$ cat config.mk
export PLATFORM = sky130hd
export DESIGN_NAME = data_mem_responder
export DESIGN_NICKNAME = d
export VERILOG_FILES = /design/src/rtl/data_mem_pkg.sv /design/src/rtl/data_mem_array.sv /design/src/rtl/data_mem_responder.sv
export SDC_FILE = /design/constraint.sdc
export NUM_CORES = 2
export LEC_CHECK = 0
export ABC_AREA = 1
export BUFFER_PORTS_ARGS = -buffer_cell sky130_fd_sc_hd__buf_2
export CORE_ASPECT_RATIO = 0.6
export CORE_UTILIZATION = 40
export DETAILED_ROUTE_END_ITERATION = 8
export PLACE_DENSITY = 0.58
export SLEW_MARGIN = 15
export SYNTH_ARGS = -nofsm -noshare
export SYNTH_HDL_FRONTEND = slang
export SYNTH_HIERARCHICAL = 1
export SYNTH_SLANG_ARGS = --single-unit
$ cat constraint.sdc
create_clock -name clock -period 6.9 [get_ports clock]
set_input_delay 0.69 -clock clock [delete_from_list [all_inputs] [get_ports clock]]
set_output_delay 0.69 -clock clock [all_outputs]
set_load 0.1 [all_outputs]
$ cat src/rtl/data_mem_pkg.sv
// Shared types and defaults for the data-memory responder slice.
package data_mem_pkg;

   localparam int DATA_W_DEF = 16;
   localparam int ADDR_W_DEF = 7;
   localparam int CNT_W      = 4;

   typedef enum logic [1:0] {
      IDLE,
      WAIT,
      RESP
   } state_t;

endpackage

$ cat src/rtl/data_mem_array.sv
// DEPTH x DATA_W single-port store with write enable and a registered read port.
// Contents are never reset.
module data_mem_array #(
   parameter int DATA_W = 16,
   parameter int DEPTH  = 128,
   parameter int IDX_W  = (DEPTH > 1) ? $clog2(DEPTH) : 1
) (
   input  logic              clock,
   input  logic              we,
   input  logic [IDX_W-1:0]  addr,
   input  logic [DATA_W-1:0] wdata,
   output logic [DATA_W-1:0] rdata
);

   logic [DATA_W-1:0] mem_q [DEPTH];
   logic [DATA_W-1:0] rdata_q;

   always_ff @(posedge clock) begin
      if (we) begin
         mem_q[addr] <= wdata;
      end
      rdata_q <= mem_q[addr];
   end

   assign rdata = rdata_q;

endmodule

$ cat src/rtl/data_mem_responder.sv
// Responder end of the processor data-memory interface: req/ack handshake,
// configurable wait states, range check and held load data.
module data_mem_responder
   import data_mem_pkg::*;
#(
   parameter int DATA_W      = DATA_W_DEF,
   parameter int ADDR_W      = ADDR_W_DEF,
   parameter int DEPTH       = 128,
   parameter int WAIT_STATES = 2
) (
   input  logic              clock,
   input  logic              reset,
   input  logic              req,
   input  logic              write,
   input  logic [ADDR_W-1:0] address,
   input  logic [DATA_W-1:0] dataout,
   output logic [DATA_W-1:0] memout,
   output logic              ack,
   output logic              busy,
   output logic              err
);

   localparam int IDX_W = (DEPTH > 1) ? $clog2(DEPTH) : 1;
   localparam logic [ADDR_W:0]  DEPTH_LIM = (ADDR_W + 1)'(DEPTH);
   localparam logic [CNT_W-1:0] WAIT_LD   = CNT_W'((WAIT_STATES > 0) ? WAIT_STATES - 1 : 0);

   state_t              state_q, state_d;
   logic [CNT_W-1:0]    cnt_q, cnt_d;
   logic [ADDR_W-1:0]   addr_q, addr_d;
   logic [DATA_W-1:0]   data_q, data_d;
   logic                write_q, write_d;
   logic [DATA_W-1:0]   memout_q, memout_d;
   logic                ack_q, ack_d;
   logic                busy_q, busy_d;
   logic                err_q, err_d;

   logic                in_range;
   logic                mem_we;
   logic [DATA_W-1:0]   mem_rdata;

   assign in_range = ({1'b0, addr_q} < DEPTH_LIM);

   // Read address follows addr_d so the registered read already holds the
   // captured word when RESP is reached, even with zero wait states.
   data_mem_array #(
      .DATA_W (DATA_W),
      .DEPTH  (DEPTH),
      .IDX_W  (IDX_W)
   ) u_array (
      .clock (clock),
      .we    (mem_we),
      .addr  (addr_d[IDX_W-1:0]),
      .wdata (data_q),
      .rdata (mem_rdata)
   );

   always_comb begin
      state_d  = state_q;
      cnt_d    = cnt_q;
      addr_d   = addr_q;
      data_d   = data_q;
      write_d  = write_q;
      memout_d = memout_q;
      ack_d    = 1'b0;
      err_d    = 1'b0;
      busy_d   = busy_q;
      mem_we   = 1'b0;

      unique case (state_q)
         IDLE: begin
            busy_d = 1'b0;
            // The ack cycle is spent in IDLE; req is only honoured after it.
            if (req && !ack_q) begin
               addr_d  = address;
               data_d  = dataout;
               write_d = write;
               busy_d  = 1'b1;
               cnt_d   = WAIT_LD;
               state_d = (WAIT_STATES > 0) ? WAIT : RESP;
            end
         end
         WAIT: begin
            busy_d = 1'b1;
            if (cnt_q == '0) begin
               state_d = RESP;
            end else begin
               cnt_d = cnt_q - CNT_W'(1);
            end
         end
         RESP: begin
            busy_d  = 1'b1;
            ack_d   = 1'b1;
            err_d   = !in_range;
            state_d = IDLE;
            if (in_range) begin
               if (write_q) begin
                  mem_we = 1'b1;
               end else begin
                  memout_d = mem_rdata;
               end
            end else if (!write_q) begin
               memout_d = '0;
            end
         end
         default: state_d = IDLE;
      endcase
   end

   always_ff @(posedge clock or negedge reset) begin
      if (!reset) begin
         state_q  <= IDLE;
         cnt_q    <= '0;
         addr_q   <= '0;
         data_q   <= '0;
         write_q  <= 1'b0;
         memout_q <= '0;
         ack_q    <= 1'b0;
         busy_q   <= 1'b0;
         err_q    <= 1'b0;
      end else begin
         state_q  <= state_d;
         cnt_q    <= cnt_d;
         addr_q   <= addr_d;
         data_q   <= data_d;
         write_q  <= write_d;
         memout_q <= memout_d;
         ack_q    <= ack_d;
         busy_q   <= busy_d;
         err_q    <= err_d;
      end
   end

   assign memout = memout_q;
   assign ack    = ack_q;
   assign busy   = busy_q;
   assign err    = err_q;

endmodule
======== Word level (Yosys, flattened, before mapping) ========
Memories as Yosys holds them, arrays and structs flattened. A register that Yosys moved wholly into a read port is not among the register bits.
Cells that the tools add are included.
word-level totals
  bits of input ports ..................... 27
  memory bits (writable) .................. 2048
  memories ................................ 1
  flip-flop bits (word level) ............. 48
operators by class
  bitwise operators ....................... 1
  reductions and logical operators ........ 11
  mux-type cells .......................... 15
  equality and inequality tests ........... 5
  add/subtract/negate cells ............... 1
memories
  memory         depth  width  read ports  clocked after memory_dff  wr ports  line                  text
  u_array.mem_q  128    16     1           1                         1         data_mem_array.sv:15  logic [DATA_W-1:0] mem_q [DEPTH];
operators by type and width
  operator                                                               count
  7-bit 2-to-1 mux                                                       2
  4-bit 2-to-1 mux                                                       2
  4-bit case mux with 2 select lines                                     1
  1-bit 2-to-1 mux                                                       6
  2-bit != test, second input constant                                   3
  2-bit AND reduction                                                    3
  4-bit logical NOT                                                      1
  2-bit 2-to-1 mux                                                       2
  2-bit case mux with 2 select lines                                     1
  2-bit nonzero test                                                     2
  4-bit by 1-bit subtractor with 4-bit output, second input constant     1
  3-bit AND reduction                                                    1
  2-bit by 1-bit equality test with 1-bit output, second input constant  1
  2-bit equality test, second input constant                             1
  2-bit logical NOT                                                      1
  1-bit case mux with 2 select lines                                     1
  2-bit OR reduction                                                     1
  1-bit logical AND                                                      1
  1-bit logical NOT                                                      1
  1-bit NOT                                                              1

======== Depth between registers and ports, before layout ========
  depth after elaboration ................. 4
  mapped depth ............................ 24
  depth with buffers taken out ............ 18

======== By module ========
The synthesis kept the hierarchy.
modules (own cells, without submodules)
  module              cells an instance  area each (µm²)  instances
  data_mem_array      8619               86947.1          1
  data_mem_responder  197                2084.5           1

======== Least setup slack after synthesis ========
Ideal clock, no wire load.
  kind .................................... flip-flop to flip-flop
  start ................................... register ack_q (netlist: ack)
  end ..................................... memory u_array.mem_q[106][0] (enable)
  arrival ................................. 3.446 ns
  slack ................................... 3.065 ns
  setup time .............................. 0.388 ns
  path buffers ............................ 6
  period minus slack after synthesis ...... 3.835 ns
  cell stages (with the launch flop) ...... 17
  path through ............................ dfrtp_1 inv_1 nand3_1 buf_4 buf_6 nand2_1 o21ai_0 buf_2 inv_2 buf_4 buf_6 nor2_4 inv_1 nor2_1 nand2_1 clkbuf_1 nor2_1
on the way
  cells in the longest elaborated chain, start to end .. 4
RTL lines
  element                   line                       text
  start: declaration        data_mem_responder.sv:33   logic ack_q, ack_d;
  start signal: assignment  data_mem_responder.sv:127  ack_q <= ack_d;
  1-bit logical NOT         data_mem_responder.sv:73   if (req && !ack_q) begin
  1-bit logical AND         data_mem_responder.sv:73
  7-bit 2-to-1 mux          data_mem_responder.sv:73
  7-bit 2-to-1 mux          data_mem_responder.sv:69   unique case (state_q)
  via addr_d[1]             data_mem_responder.sv:29   logic [ADDR_W-1:0] addr_q, addr_d;
  end: declaration          data_mem_array.sv:15
The timed path passes the listed nets, and every way through them passes these cells.

======== Final worst setup path ========
  start ................................... register state_q[0]
  end ..................................... register u_array.rdata_q[11] (netlist: u_array/rdata[11]) (read register of u_array.mem_q)
on the way
  cells in the longest elaborated chain, start to end .. 2
RTL lines
  element                   line                       text
  start: declaration        data_mem_responder.sv:27   state_t state_q, state_d;
  start signal: assignment  data_mem_responder.sv:121  state_q <= state_d;
  2-bit logical NOT         data_mem_responder.sv:69
  7-bit 2-to-1 mux          data_mem_responder.sv:69
  via addr_d[0]             data_mem_responder.sv:29
  end: declaration          data_mem_array.sv:16       logic [DATA_W-1:0] rdata_q;
The timed path passes the listed nets, and every way through them passes these cells.
A chain may end at the register's enable or synchronous reset.

==> impl_metrics.toml <==
[cts]
clk_latency_ps = 840
cts_htree_levels = 4
path_clk_slew_ps = 70
cts_buffers = 194
post-cts-setup-buffer-count = 0
cts-root-buf = "sky130_fd_sc_hd__clkbuf_16"
cts_tree = "built"
count_of_clock_tree_sinks = 2112
max-clock-path-buffers = 4

[drt]
remaining_drc_errors = 0
detail_route.iter0.violations = 7752
detailedRoute.firstPassIterationCount = 6
routed_wirelength_um = 261000
drtAntennaViolNets = 0
post_drt_wl_per_cell_um = 21.8
drt-vias-per-instance = 5.11
dr_total_vias = 61026

[floorplan]
die_area_um2 = 225000
die_w_um = 611
core-area_um2 = 220000
rows = 133
initial_utilization_pct = 40.4
pin_count = 46
die_h_um = 367

[place]
place.detailed.hpwl_um = 145000
port_buffers = 44
globalplace.congestion = 0.901

[timing]
final_period_demand_of_the_worst_path_ps = 5650
rsz0062_at_grt = "no"
final_cycle_utilization_of_the_critical_path_pct = 81.9
finClkSkew_ps = 29.3
max_clock_freq_mhz = 177
report.final.setup_viol = 0
hold_viol_final = 0
timing.setup.tns_ps = 0
worst_pin_slew_ps = 1140
normalized_max_slew_margin_pct = 24.1
final_max_slew_viol_count = 0

[synth]
synth.net_count = 8850
ys_dominant_reg_cell = "sky130_fd_sc_hd__edfxtp_1"
async_flop_share_pct = 2.27
ys_seq_elements = 2112
mean_area_per_synthesized_cell_um2 = 10.1
synthTopCellsByArea = "sky130_fd_sc_hd__edfxtp_1 (69%), sky130_fd_sc_hd__nand2_1 (24%), sky130_fd_sc_hd__buf_2 (1.4%)"
synth_edf_count = 2048
top_area_cell_type_share_of_the_netlist_area_pct = 69.1
synthDominantAreaCellType = "sky130_fd_sc_hd__edfxtp_1"
synth.yosys.warnings = 6
most_frequent_cell_after_synthesis = "sky130_fd_sc_hd__nand2_1"
synth.yosys.seq_area_share_pct = 70.8
count_of_mapped_cells_out_of_synthesis = 8816
netlist_top_cells_count = "sky130_fd_sc_hd__nand2_1 (5708), sky130_fd_sc_hd__edfxtp_1 (2048), sky130_fd_sc_hd__nor2_1 (326), sky130_fd_sc_hd__buf_2 (251), sky130_fd_sc_hd__clkbuf_1 (139)"
synth_cell_type_count = 28
synthesized_cell_area_um2 = 89000

[hold_path]
min_delay_path_class = "in -> reg"
timing.hold.worst_path_depth = 3

[global_routing]
grt_start_max_net_pins = 172
grt_antenna_before_repair = 5
groute.usage.overall_pct = 22.8
global_route_wire_length_before_repair_um = 383000
first_global_vias = 56355
grt.overflow.total = 0

[final_layout]
layout.filler_cells = 20479
drive_above_1_share_pct = 6.52
nets = 8856
post-route-util_pct = 45.0
syn_to_final_growth_pct = 11.3

[setup_path]
setup.worst_path.start_class = "flop"
endpoint_kind = "flop"
worst-endpoint-required_ps = 7670
criticalPathCategory = "reg -> reg"
worst-endpoint-arrival_ps = 6420
critical_path.max_fanout = 117
rr_worst_depth = 19

[power]
powerDensity_nw_per_um2 = 465
power.leakage_nw = 41.4
max-vdd-ir-drop_uv = 565

[run_status]
outcome = "complete, no violations"

[run]
timing.max_cap.violations = 0
[flip-flops by register name (all words and copies together), names as in the netlist]
signal,cells
memout,16
data_q,16
u_array/rdata,16
write_q,1
ack,1
addr_q,7
u_array/mem_q,2048
cnt_q,4
state_q,2
busy,1
[routing by layer]
| metal | share of wire, % | vias up | track usage [%] |
|---|---|---|---|
| li1 | - | 28351 | - |
| met1 | 46 | 29628 | 35.8 |
| met2 | 41 | 2744 | 31.9 |
| met3 | 11 | 303 | 5.15 |
| met4 | 2.0 | 0 | 4.83 |
| met5 | 0 | - | 0 |
[area by class of cell]
class | instances | area, um2 | share of cell area [%]
Sequential cell | 2112 | 63100 | 63.7
Multi-Input combinational cell | 6157 | 23600 | 23.8
Clock buffer | 242 | 5190 | 5.24
Tap cell | 2970 | 3720 | 3.75
Timing Repair Buffer | 250 | 2020 | 2.04
Clock inverter | 105 | 1050 | 1.06
Inverter | 107 | 425 | 0.429
Antenna cell | 2 | 5.00 | 0.00505
[stage by stage]
step | setup WS, ps | cells | total power [W] | hold slack, ps | instance area, um2
final | 1250 | 11945 | 0.0461 | 102 | 99100
after global routing | 1030 | 11943 | 0.0484 | 75.1 | 99100
after CTS | 1470 | 11943 | 0.0459 | 55.9 | 99100
after detailed placement | 1460 | 11595 | 0.0351 | 450 | 92800
after global placement | 1430 | 11595 | 0.0350 | 448 | 92800
after floorplan | 3070 | 8816 | 0.0280 | 394 | 89000
[layout by cell type, fill, tap and decap left out, types with 3 or more instances in the layout]
cell,n
sky130_fd_sc_hd__dfrtp_4,16
sky130_fd_sc_hd__clkinv_2,34
sky130_fd_sc_hd__buf_2,44
sky130_fd_sc_hd__bufinv_16,22
sky130_fd_sc_hd__clkbuf_16,199
sky130_fd_sc_hd__nor2_1,320
sky130_fd_sc_hd__buf_12,20
sky130_fd_sc_hd__clkbuf_8,5
sky130_fd_sc_hd__mux2_4,10
sky130_fd_sc_hd__dfrtp_1,32
sky130_fd_sc_hd__ha_1,7
sky130_fd_sc_hd__a21oi_1,9
sky130_fd_sc_hd__mux2_2,6
sky130_fd_sc_hd__o21ai_1,5
sky130_fd_sc_hd__o21ai_4,3
sky130_fd_sc_hd__or2_2,14
sky130_fd_sc_hd__nand2_1,5708
sky130_fd_sc_hd__buf_4,185
sky130_fd_sc_hd__inv_1,100
sky130_fd_sc_hd__nand3_1,32
sky130_fd_sc_hd__clkbuf_1,38
sky130_fd_sc_hd__nor2_4,5
sky130_fd_sc_hd__dfxtp_1,16
sky130_fd_sc_hd__edfxtp_1,2048
sky130_fd_sc_hd__o21ai_0,27
sky130_fd_sc_hd__clkinv_1,41
sky130_fd_sc_hd__clkinvlp_4,7
sky130_fd_sc_hd__nor2_2,4
sky130_fd_sc_hd__inv_8,3
[cell families after synthesis]
logic type | count (synthesis) | share of synthesized area [%]
DFF | 2112 | 70.8
buffers and inverters | 547 | 2.81
adders and majority gates | 7 | 0.0984
other | 1 | 0.00421
AOI/OAI and AO/OA | 46 | 0.264
and+or+nand+nor | 6087 | 25.8
muxes | 16 | 0.245
[path summary, 6_finish.rpt]
kind                                     startpoint                        end  slack [ps]
max in group asynchronous                     reset      data_q[3]$_DFFE_PN0P_        5850
setup reg to reg             state_q[0]$_DFFE_PN0P_  u_array/rdata[11]$_DFF_P_        1250
hold / removal                           dataout[2]      data_q[2]$_DFFE_PN0P_         100
min in group asynchronous                     reset      memout[6]$_DFFE_PN0P_         530
hold reg to reg            u_array/rdata[3]$_DFF_P_      memout[3]$_DFFE_PN0P_         460
setup / recovery             state_q[0]$_DFFE_PN0P_  u_array/rdata[11]$_DFF_P_        1250
[power by group]
part           switching [W]  internal (W)  leakage, nW
clock network        0.00476       0.00614         3.05
registers            0.00118        0.0161         19.3
logic                 0.0140       0.00392         19.1
total                 0.0200        0.0261         41.4
[what timing repair did]
item / in CTS / in global routing
resized for setup: 0 / 0
hold buffers: 1 / 0
endpoints found under the hold margin: 48 / 0
[critical path, stage by stage (launching register included)]
cell	delay, ps
sky130_fd_sc_hd__dfrtp_1	420
sky130_fd_sc_hd__inv_1	130
sky130_fd_sc_hd__ha_1	230
sky130_fd_sc_hd__nand3_2	520
sky130_fd_sc_hd__buf_4	440
sky130_fd_sc_hd__o21ai_4	580
sky130_fd_sc_hd__buf_12	420
sky130_fd_sc_hd__buf_4	720
sky130_fd_sc_hd__nand2_1	110
sky130_fd_sc_hd__nand2_1	100
sky130_fd_sc_hd__nand2_1	50
sky130_fd_sc_hd__nand2_1	90
sky130_fd_sc_hd__nand2_1	60
sky130_fd_sc_hd__nand2_1	160
sky130_fd_sc_hd__nand2_1	80
sky130_fd_sc_hd__nand2_1	110
sky130_fd_sc_hd__nor2_1	70
sky130_fd_sc_hd__nor2_1	680
sky130_fd_sc_hd__nor2_1	120
sky130_fd_sc_hd__nand2_1	90
Power figures use the tool's default switching activity.
